**src/rtl/load_store_unit_pkg.sv**
```systemverilog
// Shared constants and helpers for the RV32I load/store unit.
package load_store_unit_pkg;

    localparam logic [2:0] F3_LB  = 3'b000;
    localparam logic [2:0] F3_LH  = 3'b001;
    localparam logic [2:0] F3_LW  = 3'b010;
    localparam logic [2:0] F3_LBU = 3'b100;
    localparam logic [2:0] F3_LHU = 3'b101;

    localparam logic [3:0] STRB_BYTE = 4'b0001;
    localparam logic [3:0] STRB_HALF = 4'b0011;
    localparam logic [3:0] STRB_WORD = 4'b1111;

    typedef enum logic [1:0] {
        LSU_IDLE = 2'd0,
        LSU_REQ  = 2'd1,
        LSU_DONE = 2'd2
    } lsuState_t;

    // Unsigned encodings only exist for loads.
    function automatic logic f3Legal(input logic [2:0] f3,
                                     input logic isStore);
        logic ok;
        ok = 1'b0;
        case (f3)
            F3_LB, F3_LH, F3_LW: ok = 1'b1;
            F3_LBU, F3_LHU:      ok = !isStore;
            default:             ok = 1'b0;
        endcase
        return ok;
    endfunction

    function automatic logic f3Aligned(input logic [2:0] f3,
                                       input logic [1:0] off);
        logic ok;
        ok = 1'b1;
        case (f3[1:0])
            2'b01:   ok = !off[0];
            2'b10:   ok = (off == 2'b00);
            default: ok = 1'b1;
        endcase
        return ok;
    endfunction

    function automatic logic [3:0] strobeFor(input logic [2:0] f3,
                                             input logic [1:0] off);
        logic [3:0] s;
        s = STRB_WORD;
        case (f3[1:0])
            2'b00:   s = STRB_BYTE << off;
            2'b01:   s = STRB_HALF << off;
            default: s = STRB_WORD;
        endcase
        return s;
    endfunction

    function automatic logic [31:0] laneData(input logic [2:0] f3,
                                             input logic [31:0] wd);
        logic [31:0] d;
        d = wd;
        case (f3[1:0])
            2'b00:   d = {4{wd[7:0]}};
            2'b01:   d = {2{wd[15:0]}};
            default: d = wd;
        endcase
        return d;
    endfunction

endpackage

```
**src/rtl/load_store_unit_load_extend.sv**
```systemverilog
// Lane select and sign/zero extension of a returned bus word.
module load_extend
    import load_store_unit_pkg::*;
(
    input  logic [31:0] rdata,
    input  logic [1:0]  offset,
    input  logic [2:0]  funct3,
    output logic [31:0] value
);

    logic [7:0]  byteLane;
    logic [15:0] halfLane;

    assign byteLane = rdata[{offset, 3'b000} +: 8];
    assign halfLane = rdata[{offset[1], 4'b0000} +: 16];

    always_comb begin
        value = rdata;
        case (funct3[1:0])
            2'b00: value = funct3[2] ? {24'b0, byteLane}
                                     : {{24{byteLane[7]}}, byteLane};
            2'b01: value = funct3[2] ? {16'b0, halfLane}
                                     : {{16{halfLane[15]}}, halfLane};
            default: value = rdata;
        endcase
    end

endmodule

```
**src/rtl/load_store_unit.sv**
```systemverilog
// RV32I load/store unit: one word-aligned bus transaction per request.
// Define LSU_TIMEOUT_EN to abort a bus wait after TIMEOUT_CYCLES.
module load_store_unit
    import load_store_unit_pkg::*;
#(
    parameter int TIMEOUT_CYCLES = 16
) (
    input  logic        iCLK,
    input  logic        iRST,
    input  logic        iStart,
    input  logic        iMemRead,
    input  logic        iMemWrite,
    input  logic [2:0]  iFunct3,
    input  logic [31:0] iAddress,
    input  logic [31:0] iWriteData,
    output logic        oBusy,
    output logic        oDone,
    output logic [31:0] oLoadData,
    output logic        oMisaligned,
    output logic        oBusError,
    output logic        oBusReq,
    output logic        oBusWe,
    output logic [31:0] oBusAddr,
    output logic [31:0] oBusWData,
    output logic [3:0]  oBusWStrb,
    input  logic        iBusAck,
    input  logic [31:0] iBusRData
);

    if (TIMEOUT_CYCLES < 1) begin : gBadTimeout
        $error("TIMEOUT_CYCLES must be at least 1");
    end

    lsuState_t   state;
    logic [1:0]  offQ;
    logic [2:0]  f3Q;
    logic [31:0] loadExt;
    logic        accept;
    logic        good;
    logic        timeout;

    assign accept = (state == LSU_IDLE) && iStart
                    && (iMemRead ^ iMemWrite);
    assign good   = f3Legal(iFunct3, iMemWrite)
                    && f3Aligned(iFunct3, iAddress[1:0]);
    assign oBusy  = (state != LSU_IDLE);

    load_extend uExtend (
        .rdata  (iBusRData),
        .offset (offQ),
        .funct3 (f3Q),
        .value  (loadExt)
    );

`ifdef LSU_TIMEOUT_EN
    localparam int CW = $clog2(TIMEOUT_CYCLES + 1);
    localparam logic [CW-1:0] LIMIT = CW'(TIMEOUT_CYCLES - 1);

    logic [CW-1:0] waitCnt;

    // Counts completed REQ cycles; clears whenever we are not waiting.
    always_ff @(posedge iCLK) begin
        if (iRST || state != LSU_REQ) begin
            waitCnt <= '0;
        end else if (!timeout) begin
            waitCnt <= waitCnt + 1'b1;
        end
    end

    assign timeout = (state == LSU_REQ) && (waitCnt == LIMIT);
`else
    assign timeout = 1'b0;
`endif

    always_ff @(posedge iCLK) begin
        if (iRST) begin
            state       <= LSU_IDLE;
            offQ        <= '0;
            f3Q         <= '0;
            oDone       <= 1'b0;
            oMisaligned <= 1'b0;
            oBusError   <= 1'b0;
            oLoadData   <= '0;
            oBusReq     <= 1'b0;
            oBusWe      <= 1'b0;
            oBusAddr    <= '0;
            oBusWData   <= '0;
            oBusWStrb   <= '0;
        end else begin
            unique case (state)
                LSU_IDLE: begin
                    if (accept) begin
                        offQ <= iAddress[1:0];
                        f3Q  <= iFunct3;
                        if (good) begin
                            state     <= LSU_REQ;
                            oBusReq   <= 1'b1;
                            oBusWe    <= iMemWrite;
                            oBusAddr  <= {iAddress[31:2], 2'b00};
                            oBusWData <= laneData(iFunct3, iWriteData);
                            oBusWStrb <= strobeFor(iFunct3, iAddress[1:0]);
                        end else begin
                            state       <= LSU_DONE;
                            oDone       <= 1'b1;
                            oMisaligned <= 1'b1;
                        end
                    end
                end
                LSU_REQ: begin
                    // Ack beats a timeout reached in the same cycle.
                    if (iBusAck) begin
                        state   <= LSU_DONE;
                        oBusReq <= 1'b0;
                        oDone   <= 1'b1;
                        if (!oBusWe) begin
                            oLoadData <= loadExt;
                        end
                    end else if (timeout) begin
                        state     <= LSU_DONE;
                        oBusReq   <= 1'b0;
                        oDone     <= 1'b1;
                        oBusError <= 1'b1;
                    end
                end
                LSU_DONE: begin
                    state       <= LSU_IDLE;
                    oDone       <= 1'b0;
                    oMisaligned <= 1'b0;
                    oBusError   <= 1'b0;
                end
                default: state <= LSU_IDLE;
            endcase
        end
    end

endmodule

```
**config.mk**
```make
export PLATFORM = sky130hd
export DESIGN_NAME = load_store_unit
export DESIGN_NICKNAME = d
export VERILOG_FILES = /design/src/rtl/load_store_unit_pkg.sv /design/src/rtl/load_store_unit_load_extend.sv /design/src/rtl/load_store_unit.sv
export SDC_FILE = /design/constraint.sdc
export NUM_CORES = 1
export LEC_CHECK = 0
export ABC_AREA = 1
export CELL_PAD_IN_SITES_DETAIL_PLACEMENT = 1
export CELL_PAD_IN_SITES_GLOBAL_PLACEMENT = 2
export CORE_UTILIZATION = 22
export CTS_CLUSTER_SIZE = 20
export DETAILED_ROUTE_END_ITERATION = 16
export PLACE_DENSITY = 0.89
export SKIP_CTS_REPAIR_TIMING = 1
export SLEW_MARGIN = 30
export SYNTH_ARGS = -nofsm -noshare
export SYNTH_HDL_FRONTEND = slang
export SYNTH_SLANG_ARGS = --single-unit
```
**constraint.sdc**
```tcl
create_clock -name iCLK -period 3.06 [get_ports iCLK]
set_input_delay 0.612 -clock iCLK [delete_from_list [all_inputs] [get_ports iCLK]]
set_output_delay 0.612 -clock iCLK [all_outputs]
set_load 0.02 [all_outputs]
```
# --- After elaboration in Yosys (flattened, before gate mapping) ---
# Cells that the tools add are included.
word_totals:
  register_bits: 109
op_classes:
  eq_ne: 13
  n_mux: 20
  n_bitwise: 2
  n_reduce_logical: 23
  shifts: 4
op_table:
  columns: ["operator", "n"]
  rows:
  - ["$pmux 32 s2", 2]
  - ["$mux 32", 2]
  - ["$shiftx 32x6->16", 1]
  - ["$shiftx 32x6->8", 1]
  - ["$reduce_and 3->1", 3]
  - ["$logic_not 2->1", 4]
  - ["$ne 2x2->1 const B", 4]
  - ["$pmux 1 s2", 4]
  - ["$pmux 4 s2", 1]
  - ["$reduce_and 4->1", 2]
  - ["$eq 2x1->1 const B", 3]
  - ["$eq 3x3->1 const B", 2]
  - ["$mux 1", 6]
  - ["$mux 2", 3]
  - ["$reduce_bool 2->1", 3]
  - ["$eq 2x2->1 const B", 2]
  - ["$pmux 2 s2", 1]
  - ["$reduce_and 2->1", 2]
  - ["$shl 1x2->4 const A", 1]
  - ["$shl 2x2->4 const A", 1]
  - ["$eq 3x1->1 const B", 1]
  - ["$eq 3x2->1 const B", 1]
  - ["$logic_and 1x1->1", 3]
  - ["$logic_not 3->1", 1]
  - ["other kinds (7)", 8]

# --- Longest topological paths before layout ---
depth:
  ltp_word: 7
  mapped_depth: 14
  ltp_nobuf: 11

# --- Modules after synthesis ---
# From an unflattened synthesis, not the netlist that was laid out.
unflattened:
  cells_unflattened: 701
  hier_area_um2: 5028.6
modules_own_cells:
  columns: ["module", "area_each_um2", "instances", "seq_area_each_um2", "cells_per_inst"]
  rows:
  - ["load_store_unit", 4184.0, 1, 2182.1, 542]
  - ["load_extend", 844.6, 1, 0.0, 159]

# --- Worst setup path after synthesis ---
# OpenSTA, ideal clock, no wires.
synth_path:
  kind: "input port to flip-flop"
  start: "input port iFunct3[1]"
  end: "register oBusWData[29]"
  setup_ns: 0.119
  cell_stages: 14
  n_path_buf: 4
  slack_ns: 0.669
  t_required_ns: 2.941
  arrival_ns: 2.273
  path_cell_list: "clkbuf_1 -> clkbuf_1 -> inv_1 -> ha_1 -> inv_2 -> nand2_2 -> nand2_1 -> nand2_2 -> nand2_4 -> nor2_4 -> buf_6 -> buf_6 -> o21ai_1 -> a21oi_2"
synth_between:
  elab_chain_cells: 5
  elab_cells_between_ends: 15
  classes_between: "eq/ne: 6; mux: 3; reduce/logical: 6"
synth_lines:
  columns: ["item", "line", "text"]
  rows:
  - ["start, declared", "load_store_unit.sv:13", "input logic [2:0] iFunct3,"]
  - ["$eq 3x1->1 (tied with other cells)", "load_store_unit_pkg.sv:25", "case (f3)"]
  - ["$reduce_or 3->1 or $reduce_or 2->1 (tied branches)", "load_store_unit_pkg.sv:25", null]
  - ["$pmux 1 s2", "load_store_unit_pkg.sv:25", null]
  - ["$logic_and 1x1->1", "load_store_unit.sv:45", "&& f3Aligned(iFunct3, iAddress[1:0]);"]
  - ["$reduce_and 3->1 (no line)", null, null]
  - ["end signal, assigned", "load_store_unit.sv:100", "oBusWData <= laneData(iFunct3, iWriteData);"]
  - ["end, declared", "load_store_unit.sv:24", "output logic [31:0] oBusWData,"]
# Several ways; a longest one is shown, not always the timed one.
# A chain may end at the register's enable or synchronous reset.

# --- Worst setup path after layout ---
layout_path:
  start: "input port iFunct3[1]"
  end: "register oBusWData[9]"
# The elaborated chain is that of the path after synthesis.

==> run summary <==
Max Cap Viol - 0
Placed Cells - 1,110
Arr. time, crit path - 2.54 ns
Final Critical Period - 2.256 ns
Critical Path Source Type - input pin
Req. time, crit path - 3.35 ns
CP Capture Point - oBusWData[9]$_SDFFE_PP0P_
DIE WIDTH - 151.2 um
Antenna Nets Post-Route - 0
Final-report hold violation count - 0
Final RePlAce weighted congestion - 0.7694
Syn Area/Cell - 7.458 um^2
Worst-skew pair later-pin latency - 0.36 ns
Layout Cells excl Fill - 1,128
Post-synthesis cell area - 0.004900 mm^2
CP delay by family, top - buffers and inverters
# rows - 54
Iteration-0 DRC Markers - 193
Commonest non-fill, non-tap cell in the layout - clkdlybuf4s50_1
Top cells by area, synth - dfxtp_1 45%, nand2_1 13%, a21oi_1 11%
VDD IR max - 265.8 uV
Wire length per cell - 16.12 um
Final setup TNS - 0 ns
Core Footprint - 0.02182 mm^2
Yosys reg bits - 109
Avg Vias per Cell - 4.480
CTS tree - built
Via count - 5,054
Hold_sp - oBusAddr[22]$_SDFFE_PP0P_
Post-synth top area share - 44.54%
Buf/Inv on CP - 4
Total gr overflow - 0
DRC Markers - 0
Final Power - 3342 uW
CP cell instances - clkdlybuf4s50_1, inv_1, ha_1, inv_2, nand2_2, nand2_1, nand2_2, nand2_4, nor2_4, buf_12, o21ai_0, a21oi_1
Worst setup path startpoint - iFunct3[1]
DP HPWL - 13,460 um
RR Endpoint - oLoadData[26]$_SDFFE_PP0P_
CTS Buf Count - 9
Clock sinks - 109
First-pass GRT wire length - 27,320 um
Die area - 0.02287 mm^2
Least-Margin Pin Slew - 0.6722 ns
H-Tree Level Count - 3
Setup repair after global routing missed its margin - no
Fin crit share - 73.72%
Sequential fraction of the synthesis area - 44.54%
Number of global-route vias before repair - 4,929
Reg-to-reg slack, setup - 0.87 ns
Ports - 211
Final setup viols - 0
Pin count of the biggest net entering global routing - 68
Commonest non-fill, non-tap cells in the layout - 206 x clkdlybuf4s50_1, 167 x nand2_1, 109 x dfxtp_1
Total leakage power - 0.002857 uW
CP endpoint kind - flip-flop
PD cells - 447.5 mW/mm^2
CP Depth - 12
Root Driver - clkbuf_16
Total Routing Usage GR - 15.62%
Die height - 151.2 um
Layout area overhead - 52.40%
Yosys top cell by area - dfxtp_1
CTS clk-pin slew, worst paths - 0.08 ns
Final Net Count - 949
Status - complete, no violations
Clk buf depth - 2
Final setup skew - 0.008473 ns
Synth Instances - 657
Initial antenna violation count - 1
HP Class - reg2reg
Worst path slowest cell - clkdlybuf4s50_1
Starting density of the core - 22.45%
Number of library cell types mapped by synthesis - 32
Ys Warns - 0
Achievable frequency - 0.4433 GHz
Final Max Tran Viols - 0
Fraction of layout instances using a drive strength above 1 - 7.447%
Slew margin rel. - 55.19%
Reg2reg path depth - 8
Buffers on Ports - 207
Cell mode on critical path - nand2_2
Critical path type - in2reg
Worst R2R Start - offQ[1]$_SDFFE_PP0P_
Detailed Routing Iterations Pass 1 - 4
Crit-path max FO - 67
Max stage delay on crit path - 0.48 ns
Fill cell count - 2,619
Drt total wl - 18,180 um
[logic make-up (layout without fill, tap and decap cells)]
family / Yosys count / count (layout) / synth area share, %
AOI/OAI and AO/OA: 238 / 238 / 28.22
adders and majority gates: 3 / 3 / 0.7662
buffers and inverters: 103 / 290 / 10.01
DFF: 109 / 109 / 44.54
other: 1 / 5 / 0.07654
and+or+nand+nor: 203 / 203 / 16.39
[tightest hold or removal path, stage by stage (launching register included)]
cell and delay [ns]:
dfxtp_1 0.31, nand2_1 0.06, a21oi_1 0.05
[registers in the layout, indices dropped and copies added (netlist names)]
register,count
offQ,2
oLoadData,32
oBusWe,1
f3Q,3
oBusWData,32
oMisaligned,1
oDone,1
state,2
oBusReq,1
oBusWStrb,4
oBusAddr,30
[per-stage QoR]
| stage | area, um^2 | utilization (%) | hold WS (ns) | setup slack, ns |
|---|---|---|---|---|
| after floorplan | 4907 | - | 0.4620 | 0.6688 |
| after global placement | 7159 | 32.81 | 0.4509 | 0.4839 |
| after detailed placement | 7159 | 32.81 | 0.4568 | 0.4318 |
| after CTS | 7462 | 34.19 | 0.4691 | 0.8026 |
| after global routing | 7465 | 34.20 | 0.4814 | 0.6153 |
| final | 7467 | 34.22 | 0.4670 | 0.8042 |
[worst min path at each step]
stage	end	slack [ns]	depth (start not counted)
floorplan	f3Q[2]$_SDFFE_PP0P_	0.46	2
global placement	oBusAddr[19]$_SDFFE_PP0P_	0.45	2
detailed placement	oBusAddr[12]$_SDFFE_PP0P_	0.46	2
global route	oBusWStrb[1]$_SDFFE_PP0P_	0.48	2
finish	oBusAddr[22]$_SDFFE_PP0P_	0.47	2
CTS	oBusAddr[12]$_SDFFE_PP0P_	0.47	2
[power by group]
group | internal, uW | switching (uW) | total (uW)
clock | 660 | 560 | 1220
sequential | 1470 | 30.8 | 1500
combinational | 280 | 344 | 624
[Yosys cell counts (all sizes together)]
cell and instances:
clkbuf 21, nand4 1, a31oi 9, nand3 5
o22ai 8, inv 54, o2111ai 7, buf 28
o21ai 63, a21boi 7, a22oi 1, nor2 24
a41oi 1, conb 1, o211ai 14, ha 3
o21a 2, nand2 173, dfxtp 109, a21oi 126
[final cells by class]
type / count / area, um^2 / share of cell area [%]
tap: 280 / 350.3 / 4.692
inverter: 54 / 202.7 / 2.714
antenna: 2 / 5.005 / 0.06702
multi-input combinational: 447 / 2235 / 29.93
clock buffer: 11 / 242.7 / 3.251
timing repair buffer: 220 / 2190 / 29.32
sequential: 109 / 2182 / 29.22
clock inverter: 5 / 60.06 / 0.8043
[layer usage]
metal | wire length [um] | track usage (%)
met1 | 8029 | 19.33
met2 | 8777 | 25.91
met3 | 1061 | 4.127
met4 | 314 | 5.550
met5 | 0 | 0
Note: power is estimated with default switching activity, not from simulation.
